<file path="src/rtl/playseq_controle_preview_if.sv">
// Handshake and data bundle between the PlaySeq control unit / sequence
// memory (master) and the preview sequencer (slave).
//   iniciar, parar       : start request and abort from the control unit
//   limite               : index of the last play to show
//   dado_memoria         : sequence memory content at endereco
//   endereco, leds       : memory address and one-hot play shown
//   ocupado, pronto      : busy flag and end-of-preview pulse
//   db_estado            : state code for the debug display
interface playseq_controle_preview_if;
    logic       iniciar;
    logic       parar;
    logic [3:0] limite;
    logic [3:0] dado_memoria;
    logic [3:0] endereco;
    logic [3:0] leds;
    logic       ocupado;
    logic       pronto;
    logic [3:0] db_estado;

    modport master (
        output iniciar, parar, limite, dado_memoria,
        input  endereco, leds, ocupado, pronto, db_estado
    );

    modport slave (
        input  iniciar, parar, limite, dado_memoria,
        output endereco, leds, ocupado, pronto, db_estado
    );
endinterface

</file>
<file path="src/rtl/playseq_controle_preview.sv">
// PlaySeq preview sequencer: walks the sequence memory from address 0 up to
// a latched limit, showing each stored play on the LEDs for T_ACESO cycles
// followed by a blank gap of T_APAGADO cycles, then pulses pronto.
//   clock : system clock, rising edge
//   reset : asynchronous active-low reset
//   bus   : slave side of playseq_controle_preview_if
module playseq_controle_preview #(
    parameter int unsigned T_ACESO   = 500,
    parameter int unsigned T_APAGADO = 250
) (
    input  logic                           clock,
    input  logic                           reset,
    playseq_controle_preview_if.slave      bus
);

    localparam int unsigned TIMER_W = 16;
    localparam int unsigned ADDR_W  = 4;
    localparam int unsigned PLAY_W  = 4;

    typedef enum logic [3:0] {
        S_INICIAL = 4'd0,
        S_CARREGA = 4'd1,
        S_ACESO   = 4'd2,
        S_APAGADO = 4'd3,
        S_PROXIMO = 4'd4,
        S_FIM     = 4'd5
    } state_t;

    state_t              state_q,    state_d;
    logic [ADDR_W-1:0]   endereco_q, endereco_d;
    logic [PLAY_W-1:0]   leds_q,     leds_d;
    logic [TIMER_W-1:0]  timer_q,    timer_d;
    logic [ADDR_W-1:0]   limite_q,   limite_d;

    // State and datapath registers.
    always_ff @(posedge clock or negedge reset) begin
        if (!reset) begin
            state_q    <= S_INICIAL;
            endereco_q <= '0;
            leds_q     <= '0;
            timer_q    <= '0;
            limite_q   <= '0;
        end else begin
            state_q    <= state_d;
            endereco_q <= endereco_d;
            leds_q     <= leds_d;
            timer_q    <= timer_d;
            limite_q   <= limite_d;
        end
    end

    // Next-state and datapath updates.
    always_comb begin
        state_d    = state_q;
        endereco_d = endereco_q;
        leds_d     = leds_q;
        timer_d    = timer_q;
        limite_d   = limite_q;

        unique case (state_q)
            S_INICIAL: begin
                leds_d = '0;
                if (bus.iniciar) begin
                    state_d    = S_CARREGA;
                    endereco_d = '0;
                    limite_d   = bus.limite;
                end
            end
            // One cycle so the memory output settles for the new address.
            S_CARREGA: begin
                leds_d  = bus.dado_memoria;
                timer_d = '0;
                state_d = S_ACESO;
            end
            S_ACESO: begin
                if (timer_q == TIMER_W'(T_ACESO - 1)) begin
                    leds_d  = '0;
                    timer_d = '0;
                    state_d = S_APAGADO;
                end else begin
                    timer_d = timer_q + TIMER_W'(1);
                end
            end
            S_APAGADO: begin
                if (timer_q == TIMER_W'(T_APAGADO - 1)) begin
                    timer_d = '0;
                    state_d = (endereco_q == limite_q) ? S_FIM : S_PROXIMO;
                end else begin
                    timer_d = timer_q + TIMER_W'(1);
                end
            end
            S_PROXIMO: begin
                endereco_d = endereco_q + ADDR_W'(1);
                state_d    = S_CARREGA;
            end
            S_FIM: begin
                state_d = S_INICIAL;
            end
            default: begin
                state_d = S_INICIAL;
            end
        endcase

        // Abort wins over every transition above, outside INICIAL only.
        if (bus.parar && (state_q != S_INICIAL)) begin
            state_d    = S_INICIAL;
            leds_d     = '0;
            timer_d    = '0;
            endereco_d = endereco_q;
            limite_d   = limite_q;
        end
    end

    // Moore outputs decoded from the state register; data outputs are flops.
    assign bus.endereco  = endereco_q;
    assign bus.leds      = leds_q;
    assign bus.ocupado   = (state_q != S_INICIAL);
    assign bus.pronto    = (state_q == S_FIM);
    assign bus.db_estado = state_q;

endmodule
</file>
<file path="src/flat_wrapper.sv">
// flat-port wrapper written by rule: the top's interface ports become plain ports
module playseq_controle_preview_flat 
#(
    parameter int unsigned T_ACESO   = 500,
    parameter int unsigned T_APAGADO = 250
)
  (clock, reset, bus_iniciar, bus_parar, bus_limite, bus_dado_memoria, bus_endereco, bus_leds, bus_ocupado, bus_pronto, bus_db_estado);
  playseq_controle_preview_if bus_i ();
  input  logic clock;
  input  logic reset;
  input wire logic [$bits(bus_i.iniciar)-1:0] bus_iniciar;
  input wire logic [$bits(bus_i.parar)-1:0] bus_parar;
  input wire logic [$bits(bus_i.limite)-1:0] bus_limite;
  input wire logic [$bits(bus_i.dado_memoria)-1:0] bus_dado_memoria;
  output wire logic [$bits(bus_i.endereco)-1:0] bus_endereco;
  output wire logic [$bits(bus_i.leds)-1:0] bus_leds;
  output wire logic [$bits(bus_i.ocupado)-1:0] bus_ocupado;
  output wire logic [$bits(bus_i.pronto)-1:0] bus_pronto;
  output wire logic [$bits(bus_i.db_estado)-1:0] bus_db_estado;
  assign bus_i.iniciar = bus_iniciar;
  assign bus_i.parar = bus_parar;
  assign bus_i.limite = bus_limite;
  assign bus_i.dado_memoria = bus_dado_memoria;
  assign bus_endereco = bus_i.endereco;
  assign bus_leds = bus_i.leds;
  assign bus_ocupado = bus_i.ocupado;
  assign bus_pronto = bus_i.pronto;
  assign bus_db_estado = bus_i.db_estado;
  playseq_controle_preview #(.T_ACESO(T_ACESO), .T_APAGADO(T_APAGADO)) u_core (.clock(clock), .reset(reset), .bus(bus_i));
endmodule
</file>
<file path="config.mk">
export PLATFORM = sky130hd
export DESIGN_NAME = playseq_controle_preview_flat
export DESIGN_NICKNAME = d
export VERILOG_FILES = /design/src/rtl/playseq_controle_preview_if.sv /design/src/rtl/playseq_controle_preview.sv /design/src/flat_wrapper.sv
export SDC_FILE = /design/constraint.sdc
export NUM_CORES = 1
export LEC_CHECK = 0
export BUFFER_PORTS_ARGS = -buffer_cell sky130_fd_sc_hd__buf_4
export CAP_MARGIN = 10
export CORE_MARGIN = 2
export CORE_UTILIZATION = 51
export DETAILED_ROUTE_END_ITERATION = 6
export GPL_ROUTABILITY_DRIVEN = 0
export PLACE_DENSITY = 0.75
export SYNTH_ARGS = -nofsm -noshare
export SYNTH_HDL_FRONTEND = slang
export SYNTH_SLANG_ARGS = --single-unit
</file>
<file path="constraint.sdc">
create_clock -name clock -period 1.7 [get_ports clock]
set_input_delay 0.17 -clock clock [delete_from_list [all_inputs] [get_ports clock]]
set_output_delay 0.17 -clock clock [all_outputs]
set_load 0.01 [all_outputs]
</file>
==> results of run 1 <==
## cell families (layout without fill, tap and decap cells)
group                    count (synthesis)  in the layout  synth area share [%]
other                                    1              1                 0.209
flip-flops                              31             31                  43.3
AO/OA/AOI/OAI                           38             38                  16.1
adder cells (fa/ha/maj)                  3              3                  2.10
multiplexers                             4              4                  2.51
buffers and inverters                   17             67                  4.68
AND/OR/NAND/NOR                         78             78                  27.7
XOR/XNOR                                 7              7                  3.42
## cell usage in the layout, fill, tap and decap left out, types with 3 or more instances in the layout
cell / netlist / routed
clkbuf_4: 1 / 5
mux2_2: 4 / 4
o31ai_1: 3 / 3
inv_1: 7 / 7
nand3_1: 16 / 15
buf_4: 3 / 48
xnor2_1: 5 / 5
nand4_1: 10 / 10
o21ai_0: 6 / 5
dfrtp_2: 0 / 4
o22ai_1: 4 / 4
a22o_1: 4 / 4
clkinv_2: 0 / 3
o311ai_2: 3 / 3
a31oi_1: 4 / 3
a21oi_1: 7 / 5
or3_1: 4 / 4
dfrtp_1: 31 / 27
nand2_1: 18 / 18
## per-layer routing
metal	global-route usage (%)	vias up	share of wire (%)
met4	10.1	0	2.0
met3	5.18	9	4.7
met5	0	-	0
li1	-	778	-
met2	40.2	40	52
met1	26.6	807	42
## final cells by class
type / count / area [µm²]
timing repair buffer: 51 / 393
clock inverter: 3 / 15.0
fill: 283 / 1040
tap: 46 / 57.6
clock buffer: 5 / 37.5
sequential: 31 / 781
multi-input combinational: 131 / 1010
inverter: 8 / 30.0
## registers in the layout (all words and copies together) (netlist names)
name and flops:
u_core.bus.endereco 4, u_core.bus.leds 4, u_core.bus.db_estado 3, u_core.timer_q 16, u_core.limite_q 4
## stage by stage
| stage | worst slack [ns] | hold slack, ns | area (µm²) | TNS, ns |
|---|---|---|---|---|
| after floorplan | 0.0151 | -0.126 | 1800 | 0 |
| after global placement | -0.0464 | 0.122 | 2150 | -0.169 |
| after detailed placement | -0.0539 | 0.127 | 2150 | -0.298 |
| after CTS | 0.00786 | 0.00921 | 2220 | 0 |
| after global routing | -0.0752 | 0.0190 | 2330 | -0.265 |
| final | 0.0235 | 0.0254 | 2330 | 0 |
## path summary, 6_finish.rpt
check / start / end / slack (ns)
min in group asynchronous: reset / u_core.bus.leds[0] / 0.29
max: u_core.timer_q[0] / u_core.timer_q[11] / 0.02
min: bus_iniciar / u_core.bus.endereco[2] / 0.03
max in group asynchronous: reset / u_core.timer_q[2] / 1.09
min reg2reg: u_core.bus.leds[2] / u_core.bus.leds[2] / 0.52
max reg2reg: u_core.timer_q[0] / u_core.timer_q[11] / 0.02
## where the power goes
group / switching (mW) / internal (mW) / total [mW]
sequential: 0.115 / 0.851 / 0.966
combinational: 0.503 / 0.502 / 1.00
clock: 0.258 / 0.154 / 0.412
total: 0.875 / 1.51 / 2.38
## worst register-to-register path, stage by stage (launching register included)
cell and delay, ns:
dfrtp_1 0.42, buf_4 0.14, nand4_1 0.14, or4_4 0.51, or3_1 0.31, nand3_1 0.10
## repair_timing
item | 4_1_cts | 5_1_grt
gates resized for setup | 2 | 19
pin swaps | 0 | 7
buffers inserted | 0 | 4
hold buffers | 1 | 0
hold endpoints to repair | 31 | 0
setup endpoints to repair | 13 | 19
==> flow_summary.json, run 1 <==
{
  "power_density_nw_per_um2": 1020,
  "route.detailed.drc": 0,
  "skew_ns": 0.0111,
  "die_width_um": 63.3,
  "cpPeakStageDelay_ns": 0.51,
  "utilization_pct": 69.2,
  "cts_root_buf": "clkbuf_4",
  "period_needed_ns": 1.68,
  "cp.required_ns": 1.97,
  "die_area_um2": 4000,
  "die_h_um": 63.3,
  "synth_edf_count": 0,
  "clkTransAtPathRegs_ns": 0.10,
  "grt_pass1_vias": 1607,
  "critical_path.slowest_cell": "or4_4",
  "dp_hpwl_um": 3110,
  "core_area_um2": 3360,
  "rows": 21,
  "ant_nets": 0,
  "cp-start-kind": "flip-flop",
  "drv_slew": 0,
  "synth_commonest_cells": "31 x dfrtp_1, 18 x nand2_1, 16 x nand3_1",
  "portBuffers": 24,
  "num_io_pins": 26,
  "critPathBufInv": 1,
  "synth_area_leaders": "dfrtp_1 43%, nand3_1 4.5%, nand2_1 3.8%, nand4_1 3.5%, o311ai_2 2.7%",
  "wl_per_cell_um": 15.3,
  "synth_area_per_cell_um2": 10.0,
  "yosys_warnings": 0,
  "yosysSeqAreaShare_pct": 43.3,
  "cts_buffers": 5,
  "grt_remaining_overflow": 0,
  "crit_type": "flip-flop to flip-flop",
  "synth.net_count": 194,
  "vias": 1634,
  "path_cells": "buf_4 > nand4_1 > or4_4 > or3_1 > nand3_1",
  "drt-total-wl_um": 4200,
  "synthCells": 179,
  "holdPathStages": 2,
  "maxCapViolations": 0,
  "ir_drop_v": 0.000630,
  "synth-seq-cells": 31,
  "grt_max_degree": 32,
  "synth_ff_type": "dfrtp_1",
  "diodes": 0,
  "hold_viol": 0,
  "crit_fanout": 5,
  "drtPass1Iterations": 4,
  "htree_levels": 2,
  "fmaxAchievable_ghz": 0.596,
  "synthDistinctLibCells": 49,
  "grt_usage_pct": 22.9,
  "yosysMostFrequentCell": "dfrtp_1",
  "final_nets": 243,
  "antenna_found_initial": 0,
  "instances_no_fill": 275,
  "post-route-period-util_pct": 98.6,
  "dp.cells": 262,
  "r2r_cells": 5,
  "hold_class": "input port to flip-flop",
  "grt_first_pass_wirelength_um": 7180,
  "leakagePower_nw": 0.996,
  "end_kind": "flip-flop",
  "status": "complete, no violations",
  "cts.sinks": 31,
  "drive_gt1_share_pct": 41.0,
  "synth_top_area_cell": "dfrtp_1",
  "async_flop_share_pct": 100,
  "finalPower_mw": 2.38,
  "cp_top_family": "simple AND/OR/NAND/NOR gates",
  "syn_area_um2": 1790,
  "clock_latency_ns": 0.33,
  "area_growth_pct": 29.8,
  "avgViaCountPerCell": 5.94,
  "rsz0062_at_grt": "true",
  "initial_core_util_pct": 53.3,
  "arrival_ns": 1.94,
  "yosysTopAreaCellShare_pct": 43.3,
  "clockBufferDepth": 2,
  "drtIter0Drc": 124,
  "tritoncts": "built",
  "setup-violations-final": 0,
  "crit_cells": 5
}
Power figures use the tool's default switching activity.
==> run 2, diff against run 1 <==
- PLACE_DENSITY: 0.75 -> 0.74
==> flow_summary.json, run 2 (synthesized netlist as in run 1, its figures left out) <==
{
  "dp_slack_ns": -0.0539,
  "die_h_um": 63.3,
  "power_density_nw_per_um2": 1070,
  "drtPass1Iterations": 4,
  "avgViaCountPerCell": 5.98,
  "gr-max-usage-layer": "met2",
  "fillers": 284,
  "cp.required_ns": 1.98,
  "placed_area_um2": 2170,
  "arrival_ns": 1.95,
  "r2r_slack_ns": 0.03,
  "final_area_um2": 2310,
  "layout_commonest_cell": "buf_4",
  "hold_viol": 0,
  "cts.sinks": 31,
  "grt_pass1_vias": 1656,
  "ant_nets": 0,
  "grt_max_degree": 32,
  "clkTransAtPathRegs_ns": 0.10,
  "leakagePower_nw": 0.998,
  "maxCapViolations": 0,
  "die_area_um2": 4000,
  "grt_util_met2_pct": 39.0,
  "hold_class": "input port to flip-flop",
  "antenna_found_initial": 0,
  "setup-violations-final": 0,
  "grt_first_pass_wirelength_um": 7370,
  "crit_type": "flip-flop to flip-flop",
  "vias": 1650,
  "final_cell_mix": "50 x buf_4, 29 x dfrtp_1, 18 x nand2_1",
  "rows": 21,
  "wl_per_cell_um": 16.0,
  "tns_ns": 0,
  "crit_fanout": 4,
  "clock_latency_ns": 0.34,
  "grt_remaining_overflow": 0,
  "area_growth_pct": 28.9,
  "drtIter0Drc": 158,
  "use_met1_pct": 27.5,
  "use_met3_pct": 6.96,
  "dp.cells": 264,
  "cts_buffers": 5,
  "post-route-period-util_pct": 98.1,
  "status": "complete, no violations",
  "final_nets": 244,
  "cts_root_buf": "clkbuf_4",
  "period_needed_ns": 1.67,
  "cp-start-kind": "flip-flop",
  "clockBufferDepth": 2,
  "fmaxAchievable_ghz": 0.599,
  "drv_slew": 0,
  "end_kind": "flip-flop",
  "rsz0062_at_grt": "true",
  "portBuffers": 24,
  "diodes": 0,
  "instances_no_fill": 276,
  "initial_core_util_pct": 53.3,
  "die_width_um": 63.3,
  "drive_gt1_share_pct": 38.7,
  "skew_ns": 0.0133,
  "grt_usage_pct": 23.5,
  "top_register": "u_core.timer_q",
  "num_io_pins": 26,
  "ir_drop_v": 0.000722,
  "largest_reg_flops": 16,
  "htree_levels": 2,
  "dp_hpwl_um": 3210,
  "route.detailed.drc": 0,
  "worst_slack_ns": 0.0316,
  "tritoncts": "built",
  "core_area_um2": 3360,
  "drt-total-wl_um": 4410
}
[run 2: layer usage]
layer	routed length, µm	share of wire [%]
met2	2200	50
met4	123	2.8
met1	1840	42
met3	241	5.5
met5	0	0
[run 2: timing repair]
item                       CTS  global route
setup endpoints to repair   14            21
hold endpoints to repair    31             0
hold buffers                 1             0
pin swaps                    0             5
setup buffers                1             2
resized for setup            2             9
[run 2: critical path, stage by stage, from the launching register on]
cell and delay, ns:
dfrtp_1 0.41, buf_4 0.14, nand4_1 0.15, or4_4 0.52, or3_1 0.32, nand3_1 0.09
[run 2: worst paths after layout]
path / depth (start not counted) / to / start
min in group asynchronous: 2 / u_core.timer_q[7] / reset
max in group asynchronous: 2 / u_core.bus.db_estado[2] / reset
hold / removal: 2 / u_core.bus.endereco[3] / bus_iniciar
setup reg to reg: 5 / u_core.timer_q[11] / u_core.timer_q[1]
hold reg to reg: 1 / u_core.bus.leds[1] / u_core.bus.leds[1]
setup / recovery: 5 / u_core.timer_q[11] / u_core.timer_q[1]
[run 2: power breakdown]
part           leakage [nW]  internal (mW)  switching, mW
Combinational         0.544          0.502          0.511
Clock                0.0386          0.243          0.251
Sequential            0.416          0.851          0.107
Total                 0.998           1.60          0.870
[run 2: through the flow]
stage	util [%]	hold WS (ns)	power (mW)
2_1_floorplan	-	-0.126	1.53
3_3_place_gp	64.4	0.118	1.87
3_5_place_dp	64.4	0.127	1.92
4_1_cts	67.2	0.0123	2.44
5_1_grt	68.7	0.00529	2.62
6_report	68.7	0.0227	2.47
[run 2: layout make-up]
type / instances / area [µm²] / share of cell area (%)
inverter: 8 / 30.0 / 1.30
tap: 46 / 57.6 / 2.49
clock buffer: 8 / 68.8 / 2.98
timing repair buffer: 52 / 397 / 17.2
sequential: 31 / 778 / 33.7
multi-input combinational: 131 / 978 / 42.4
